File: src/rtl/cpu_ctrl_pkg.sv
// Shared encodings for the multicycle MIPS control unit: opcodes, ALU ops,
// mux selects, FSM states and the bundled control-word type.
package cpu_ctrl_pkg;

    localparam logic [5:0] OP_R   = 6'b000000;
    localparam logic [5:0] OP_LW  = 6'b100011;
    localparam logic [5:0] OP_SW  = 6'b101011;
    localparam logic [5:0] OP_BEQ = 6'b000100;
    localparam logic [5:0] OP_ORI = 6'b001101;
    localparam logic [5:0] OP_J   = 6'b000010;

    localparam logic [2:0] ALU_ADD = 3'b000;
    localparam logic [2:0] ALU_SUB = 3'b100;
    localparam logic [2:0] ALU_OR  = 3'b110;

    localparam logic [1:0] SRCB_B     = 2'b00;
    localparam logic [1:0] SRCB_FOUR  = 2'b01;
    localparam logic [1:0] SRCB_IMM   = 2'b10;
    localparam logic [1:0] SRCB_SHIMM = 2'b11;

    localparam logic [1:0] PCSRC_ALU    = 2'b00;
    localparam logic [1:0] PCSRC_ALUOUT = 2'b01;
    localparam logic [1:0] PCSRC_JUMP   = 2'b10;

    typedef enum logic [3:0] {
        S_FETCH  = 4'd0,
        S_DECODE = 4'd1,
        S_MEMADR = 4'd2,
        S_MEMRD  = 4'd3,
        S_MEMWB  = 4'd4,
        S_MEMWR  = 4'd5,
        S_EXEC   = 4'd6,
        S_RWB    = 4'd7,
        S_BRANCH = 4'd8,
        S_ORIEX  = 4'd9,
        S_ORIWB  = 4'd10,
        S_JUMP   = 4'd11
    } state_t;

    typedef struct packed {
        logic       pc_write;
        logic       pc_write_cond;
        logic       i_or_d;
        logic       mem_read;
        logic       mem_write;
        logic       ir_write;
        logic       mem_to_reg;
        logic       reg_dst;
        logic       reg_write;
        logic       alu_src_a;
        logic [1:0] alu_src_b;
        logic [1:0] pc_source;
        logic [2:0] alu_op;
        logic       r_type;
        logic       illegal;
        logic       done;
    } ctrl_t;

endpackage

File: src/rtl/opcode_decode.sv
// One-hot opcode classifier feeding the DECODE and MEMADR branch decisions.
module opcode_decode
    import cpu_ctrl_pkg::*;
#(
    parameter int OP_W = 6
) (
    input  logic [OP_W-1:0] op,
    output logic            is_r,
    output logic            is_lw,
    output logic            is_sw,
    output logic            is_beq,
    output logic            is_ori,
    output logic            is_j,
    output logic            is_illegal
);

    always_comb begin
        is_r       = 1'b0;
        is_lw      = 1'b0;
        is_sw      = 1'b0;
        is_beq     = 1'b0;
        is_ori     = 1'b0;
        is_j       = 1'b0;
        is_illegal = 1'b0;
        case (op)
            OP_W'(OP_R):   is_r   = 1'b1;
            OP_W'(OP_LW):  is_lw  = 1'b1;
            OP_W'(OP_SW):  is_sw  = 1'b1;
            OP_W'(OP_BEQ): is_beq = 1'b1;
            OP_W'(OP_ORI): is_ori = 1'b1;
            OP_W'(OP_J):   is_j   = 1'b1;
            default:       is_illegal = 1'b1;
        endcase
    end

endmodule

File: src/rtl/multicycle_control.sv
// Multicycle MIPS control FSM: sequences fetch/decode/execute/memory/writeback,
// with optional memory-ready stalls, illegal-opcode flag and retire counter.
module multicycle_control
    import cpu_ctrl_pkg::*;
#(
    parameter int OP_W          = 6,
    parameter int ALUOP_W       = 3,
    parameter int USE_MEM_READY = 1,
    parameter int CNT_W         = 32
) (
    input  logic               clk,
    input  logic               rst_n,
    input  logic [OP_W-1:0]    op,
    input  logic               mem_ready,
    output logic               PCWrite,
    output logic               PCWriteCond,
    output logic               IorD,
    output logic               MemRead,
    output logic               MemWrite,
    output logic               IRWrite,
    output logic               MemtoReg,
    output logic               RegDst,
    output logic               RegWrite,
    output logic               ALUSrcA,
    output logic [1:0]         ALUSrcB,
    output logic [1:0]         PCSource,
    output logic [ALUOP_W-1:0] ALU_op,
    output logic               R_type,
    output logic               illegal_op,
    output logic               instr_done,
    output logic [CNT_W-1:0]   instret,
    output logic [3:0]         state
);

    state_t state_q, state_d;
    ctrl_t  c, g;
    logic   ready;
    logic   is_r, is_lw, is_sw, is_beq, is_ori, is_j, is_illegal;

    opcode_decode #(.OP_W(OP_W)) u_dec (
        .op         (op),
        .is_r       (is_r),
        .is_lw      (is_lw),
        .is_sw      (is_sw),
        .is_beq     (is_beq),
        .is_ori     (is_ori),
        .is_j       (is_j),
        .is_illegal (is_illegal)
    );

    assign ready = (USE_MEM_READY != 0) ? mem_ready : 1'b1;

    always_ff @(posedge clk) begin
        if (!rst_n) begin
            state_q <= S_FETCH;
            instret <= '0;
        end else begin
            state_q <= state_d;
            if (c.done) instret <= instret + CNT_W'(1);
        end
    end

    always_comb begin
        c       = '0;
        state_d = state_q;
        case (state_q)
            S_FETCH: begin
                c.mem_read  = 1'b1;
                c.alu_src_b = SRCB_FOUR;
                c.alu_op    = ALU_ADD;
                c.pc_source = PCSRC_ALU;
                c.ir_write  = ready;
                c.pc_write  = ready;
                if (ready) state_d = S_DECODE;
            end
            S_DECODE: begin
                c.alu_src_b = SRCB_SHIMM;
                c.alu_op    = ALU_ADD;
                if (is_lw || is_sw)  state_d = S_MEMADR;
                else if (is_r)       state_d = S_EXEC;
                else if (is_beq)     state_d = S_BRANCH;
                else if (is_ori)     state_d = S_ORIEX;
                else if (is_j)       state_d = S_JUMP;
                else begin
                    c.illegal = is_illegal;
                    state_d   = S_FETCH;
                end
            end
            S_MEMADR: begin
                c.alu_src_a = 1'b1;
                c.alu_src_b = SRCB_IMM;
                c.alu_op    = ALU_ADD;
                if (is_lw)      state_d = S_MEMRD;
                else if (is_sw) state_d = S_MEMWR;
                else            state_d = S_FETCH;
            end
            S_MEMRD: begin
                c.mem_read = 1'b1;
                c.i_or_d   = 1'b1;
                if (ready) state_d = S_MEMWB;
            end
            S_MEMWB: begin
                c.reg_write  = 1'b1;
                c.mem_to_reg = 1'b1;
                c.done       = 1'b1;
                state_d      = S_FETCH;
            end
            // store retires on the same cycle its write is accepted
            S_MEMWR: begin
                c.mem_write = 1'b1;
                c.i_or_d    = 1'b1;
                if (ready) begin
                    c.done  = 1'b1;
                    state_d = S_FETCH;
                end
            end
            S_EXEC: begin
                c.alu_src_a = 1'b1;
                c.alu_src_b = SRCB_B;
                c.r_type    = 1'b1;
                state_d     = S_RWB;
            end
            S_RWB: begin
                c.reg_write = 1'b1;
                c.reg_dst   = 1'b1;
                c.done      = 1'b1;
                state_d     = S_FETCH;
            end
            S_BRANCH: begin
                c.alu_src_a     = 1'b1;
                c.alu_src_b     = SRCB_B;
                c.alu_op        = ALU_SUB;
                c.pc_write_cond = 1'b1;
                c.pc_source     = PCSRC_ALUOUT;
                c.done          = 1'b1;
                state_d         = S_FETCH;
            end
            S_ORIEX: begin
                c.alu_src_a = 1'b1;
                c.alu_src_b = SRCB_IMM;
                c.alu_op    = ALU_OR;
                state_d     = S_ORIWB;
            end
            S_ORIWB: begin
                c.reg_write = 1'b1;
                c.done      = 1'b1;
                state_d     = S_FETCH;
            end
            S_JUMP: begin
                c.pc_write  = 1'b1;
                c.pc_source = PCSRC_JUMP;
                c.done      = 1'b1;
                state_d     = S_FETCH;
            end
            default: state_d = S_FETCH;
        endcase
    end

    // Reset gates every control output combinationally so the abandoned
    // instruction cannot write anything during the reset cycle itself.
    assign g = rst_n ? c : '0;

    assign PCWrite     = g.pc_write;
    assign PCWriteCond = g.pc_write_cond;
    assign IorD        = g.i_or_d;
    assign MemRead     = g.mem_read;
    assign MemWrite    = g.mem_write;
    assign IRWrite     = g.ir_write;
    assign MemtoReg    = g.mem_to_reg;
    assign RegDst      = g.reg_dst;
    assign RegWrite    = g.reg_write;
    assign ALUSrcA     = g.alu_src_a;
    assign ALUSrcB     = g.alu_src_b;
    assign PCSource    = g.pc_source;
    assign ALU_op      = ALUOP_W'(g.alu_op);
    assign R_type      = g.r_type;
    assign illegal_op  = g.illegal;
    assign instr_done  = g.done;
    assign state       = state_q;

endmodule
File: config.mk
export PLATFORM = sky130hd
export DESIGN_NAME = multicycle_control
export DESIGN_NICKNAME = d
export VERILOG_FILES = /design/src/rtl/cpu_ctrl_pkg.sv /design/src/rtl/opcode_decode.sv /design/src/rtl/multicycle_control.sv
export SDC_FILE = /design/constraint.sdc
export NUM_CORES = 1
export LEC_CHECK = 0
export CORE_MARGIN = 4
export CORE_UTILIZATION = 35
export CTS_CLUSTER_DIAMETER = 30
export DETAILED_ROUTE_END_ITERATION = 10
export HOLD_SLACK_MARGIN = 0.08
export PLACE_DENSITY = 0.65
export SLEW_MARGIN = 20
export SYNTH_ARGS = -nofsm -noshare
export SYNTH_HDL_FRONTEND = slang
export SYNTH_SLANG_ARGS = --single-unit
File: constraint.sdc
create_clock -name clk -period 2 [get_ports clk]
set_clock_uncertainty 0.2 [all_clocks]
set_input_delay 0.4 -clock clk [delete_from_list [all_inputs] [get_ports clk]]
set_output_delay 0.4 -clock clk [all_outputs]
set_load 0.005 [all_outputs]
# Yosys cells after proc, flatten, opt, wreduce, memory -nomap -nowiden
# Cells that the tools add are included.
# classes
eq_ne	19
n_reduce_logical	11
addsub	1
muxes	41
# ops
cell	count
$mux 4	9
$add 32x1->32 const B	1
$pmux 4 s7	1
$mux 1	24
$mux 20	1
$eq 4x3->1 const B	4
$eq 4x4->1 const B	4
$eq 6x6->1 const B	2
$eq 4x2->1 const B	2
$eq 6x2->1 const B	1
$eq 6x3->1 const B	1
$eq 6x4->1 const B	1
$logic_not 6->1	1
$ne 2x2->1 const B	3
$pmux 2 s3	1
$pmux 3 s2	1
$reduce_or 2->1	3
$reduce_or 6->1	1
$reduce_or 5->1	1
$eq 4x1->1 const B	1
$logic_not 4->1	1
$pmux 1 s2	2
$pmux 2 s2	1
$reduce_or 4->1	1
4 further kinds	4
# totals
elab_cells	74
reg_bits	36
output_inout_bits	56
input_bits	9

# Longest topological paths before layout
# logic_depth
depth_word	10
ltp_mapped	7
mapped_depth_nobuf	6

# Modules after synthesis
# Synthesis repeated with hierarchy kept, for this count alone.
# unflattened
hier_cells	288
area_unflattened_um2	2217.1
# modules_own_cells
mod	area_per_inst_um2	cells_per_inst	n_inst	seq_area_each_um2
multicycle_control	2108.3	271	1	720.7
opcode_decode	108.9	17	1	0.0

# Worst setup path before layout
# OpenSTA, ideal clock, no wires.
# synth_timing
kind	input to output
start	in op[0]
end	out illegal_op
setup_slack_ns	0.050
t_required_ns	1.400
n_path_buf	0
stages	3
t_arrival_ns	1.350
path_cell_list	or4b_2 a21boi_0 nor4_1
# synth_between
elab_chain_len	10
word_cells_on_any_way	22
cone_classes	eq/ne: 5; mux: 14; reduce/logical: 3
# synth_lines
element	line	rtl
start, declared	multicycle_control.sv:13	input logic [OP_W-1:0] op,
$eq 6x6->1, or another cell as far along	opcode_decode.sv:25	case (op)
$reduce_or 6->1 (no source line)	-	
$mux 1	opcode_decode.sv:25	
$mux 1	multicycle_control.sv:83	else if (is_j) state_d = S_JUMP;
$mux 1	multicycle_control.sv:82	else if (is_ori) state_d = S_ORIEX;
$mux 1	multicycle_control.sv:81	else if (is_beq) state_d = S_BRANCH;
$mux 1	multicycle_control.sv:80	else if (is_r) state_d = S_EXEC;
$mux 1 *	multicycle_control.sv:79	if (is_lw || is_sw) state_d = S_MEMADR;
$mux 1 *	multicycle_control.sv:66	case (state_q)
$mux 20 *	multicycle_control.sv:161	assign g = rst_n ? c : '0;
end, declared	multicycle_control.sv:29	output logic illegal_op,
# Every way passes the cells marked *; elsewhere a longest branch is shown, timed or not.

# Worst setup path after layout
# layout_timing
start	reg state_q[0], in the netlist state[0]
end	out RegWrite
# layout_between
elab_chain_len	4
word_cells_on_any_way	6
cone_classes	eq/ne: 3; mux: 2; reduce/logical: 1
# layout_lines
element	line	rtl
start, declared	multicycle_control.sv:35	state_t state_q, state_d;
start signal, assigned	multicycle_control.sv:58	state_q <= state_d;
$eq 4x3->1 / $eq 4x4->1 (equally long branches)	multicycle_control.sv:66	
$reduce_or 3->1 (no source line) *	-	
$mux 1 *	multicycle_control.sv:66	
$mux 20 *	multicycle_control.sv:161	
end, declared	multicycle_control.sv:23	output logic RegWrite,
# Marks and branches as above.

==> reports/qor.yml <==
synth:
  synth.area.top_cells: "dfxtp_1 32%, xnor2_1 7.4%, nor2_1 6.7%"
  async_flop_share_pct: 0
  synth_top_area_cell: "dfxtp_1"
  synth.yosys.seq_area_share_pct: 31.9
  ys.warnings.count: 0
  yosysMostFrequentCell: "nor2_1"
  avgSynthCellArea_sq_um: 7.70
  synth-edff-count: 0
  synth_common_cells: "40 x nor2_1, 36 x dfxtp_1, 22 x a21oi_1, 22 x nand2_1, 19 x xnor2_1"
  ys_ff_latch: 36
  synth_cells: 293
  synth_cell_types: 51
  synth_top_area_share_pct: 31.9
  ys.flop_type: "dfxtp_1"
  syn_nets: 303
  syn_area_sq_um: 2260
sta:
  grt_setup_unrepaired: "true"
  fmax_mhz: 457
  holdWs_ps: 283
  period_share_pct: 109
  slew_headroom_pct: 50.1
  hold_violations: 0
  setup_viol: 22
  drv_slew: 0
  min_period_ps: 2190
  fin_ws_ps: -188
  worst_pin_slew_ps: 747
clock_tree:
  cts_max_level: 2
  clkSinkCount: 36
  cts_buffers: 5
  clk_pin_slew_ps: 70
  cts_buffer_depth: 2
  cts_tree: "yes"
  cts_root_buffer: "clkbuf_8"
  cts_hold_buffers: 0
  clk_latency_ps: 290
setup_path:
  critPathLaunchType: "register"
  crit_arrival_ps: 1590
  endpoint_kind: "output pin"
  path_max_fanout: 3
  critPathKind: "register to output pin"
  crit_required_ps: 1400
  r2r_cells: 8
detailed_routing:
  drtAntennaViolNets: 0
  finalWirelength_um: 8650
  remaining_drc_errors: 0
  drt-pass1-iter-count: 5
  dr_total_vias: 2794
  avgViaCountPerCell: 5.43
  wl_per_cell_um: 16.8
  dr.first_iter.drc_count: 137
floorplan:
  die_area_sq_um: 7790
  rows: 28
  dieHeight_um: 88.3
  die_w_um: 88.3
  boundaryPins: 65
  core_sq_um: 6100
  initial_core_util_pct: 37.0
placed_design:
  place_congestion: 0.812
  hpwl_um: 4950
  portBuffers: 63
pwr:
  total_power_uw: 1490
  p_sw_uw: 403
  p_int_uw: 1090
  switching_share_pct: 27.1
  p_seq_share_pct: 48.1
  clkPwrFrac_pct: 34.1
  combPwrFrac_pct: 17.8
  power.leakage_uw: 0.00171
  ir_worst_vdd_v: 0.000257
  powerDensity_nw_per_um2: 352
layout:
  area_growth_pct: 87.6
  antenna_cells: 0
  nets: 450
  drive_above_1_share_pct: 45.9
  fill_cells: 449
outcome:
  outcome: "finished, violations left"
  violations: "setup timing"
grt:
  antenna_found_initial: 0
  grt_max_degree: 20
  first_global_vias: 2557
  track_usage_pct: 19.5
  grt_first_pass_wirelength_um: 12000
  grt_overflow: 0
hold_path:
  min_path_type: "register to register"
  hold_depth: 2
flow_run:
  maxCapViolCount: 0
[critical path: stages (launching register included)]
cell     delay (ps)
dfxtp_2         340
and2b_2         260
buf_6           130
nor3_4          190
a32oi_2          90
nor2_1          140
buf_2           140
[worst paths after layout]
| path | start | to | slack, ps |
|---|---|---|---|
| worst max-delay path | state[0] | RegWrite | -190 |
| worst min-delay path | instret[31] | instret[31] | 280 |
| worst max register to register | state[3] | instret[27] | -160 |
| worst min register to register | instret[31] | instret[31] | 280 |
[cell families after synthesis]
| kind of cell | synth area share, % |
|---|---|
| other | 0.166 |
| and+or+nand+nor | 39.4 |
| muxes | 1.33 |
| AOI/OAI and AO/OA | 12.9 |
| adders and majority gates | 0.555 |
| buffers and inverters | 6.27 |
| DFF | 31.9 |
| xor gates and xnor gates | 7.38 |
[flip-flops by register name (all words and copies together) (netlist names)]
register and count:
state 4, instret 32
[final cells by class]
cell class / instances / area (sq um) / area share, %
clock buffer: 6 / 72.6 / 1.71
timing repair buffer: 161 / 1410 / 33.3
clock inverter: 1 / 5.00 / 0.118
multi-input combinational: 229 / 1890 / 44.6
tap: 75 / 93.8 / 2.22
inverter: 7 / 30.0 / 0.710
sequential: 36 / 733 / 17.3
[placed cells by master (no fill, tap or decap), types with 5 or more instances in the layout]
cell type,instances
dfxtp_1,32
clkbuf_2,9
nor2_2,6
clkdlybuf4s50_1,35
nor4_4,15
a21oi_2,9
or3_1,6
nand4_1,9
nor2_1,31
dlygate4sd2_1,8
buf_2,7
clkbuf_8,5
a21oi_1,12
buf_4,76
o21ai_0,10
xnor2_1,18
nand2_1,17
buf_6,19
or3_4,5
nand3_1,14
[per-stage QoR]
stage	TNS [ps]	setup WS, ps	instance area, sq um	utilization (%)	cells
3_5_place_dp	-21090	-889	3380	55.4	478
4_1_cts	-570	-141	3800	62.4	505
5_1_grt	-3340	-263	4230	69.4	515
6_report	-1380	-188	4230	69.4	515
3_3_place_gp	-20620	-900	3380	55.4	478
2_1_floorplan	0	50.1	2260	-	293
[power by group through the flow]
stage / clock network (uW) / registers [uW] / logic (uW)
floorplan: 0 / 737 / 75.8
global placement: 0 / 737 / 180
detailed placement: 0 / 737 / 181
CTS: 505 / 717 / 206
global route: 548 / 718 / 282
finish: 508 / 717 / 265
[repair_timing]
item                       CTS  global route
setup endpoints to repair   45            47
pin swaps                   26            45
cloned                       2             1
setup buffers               18            10
gates resized for setup    116            93
[layer usage]
metal	global-route usage, %	wire (um)
met5	0	0
met4	6.46	279
met3	3.54	427
met2	34.1	4540
met1	24.1	3400
Note: power is estimated with default switching activity, not from simulation.
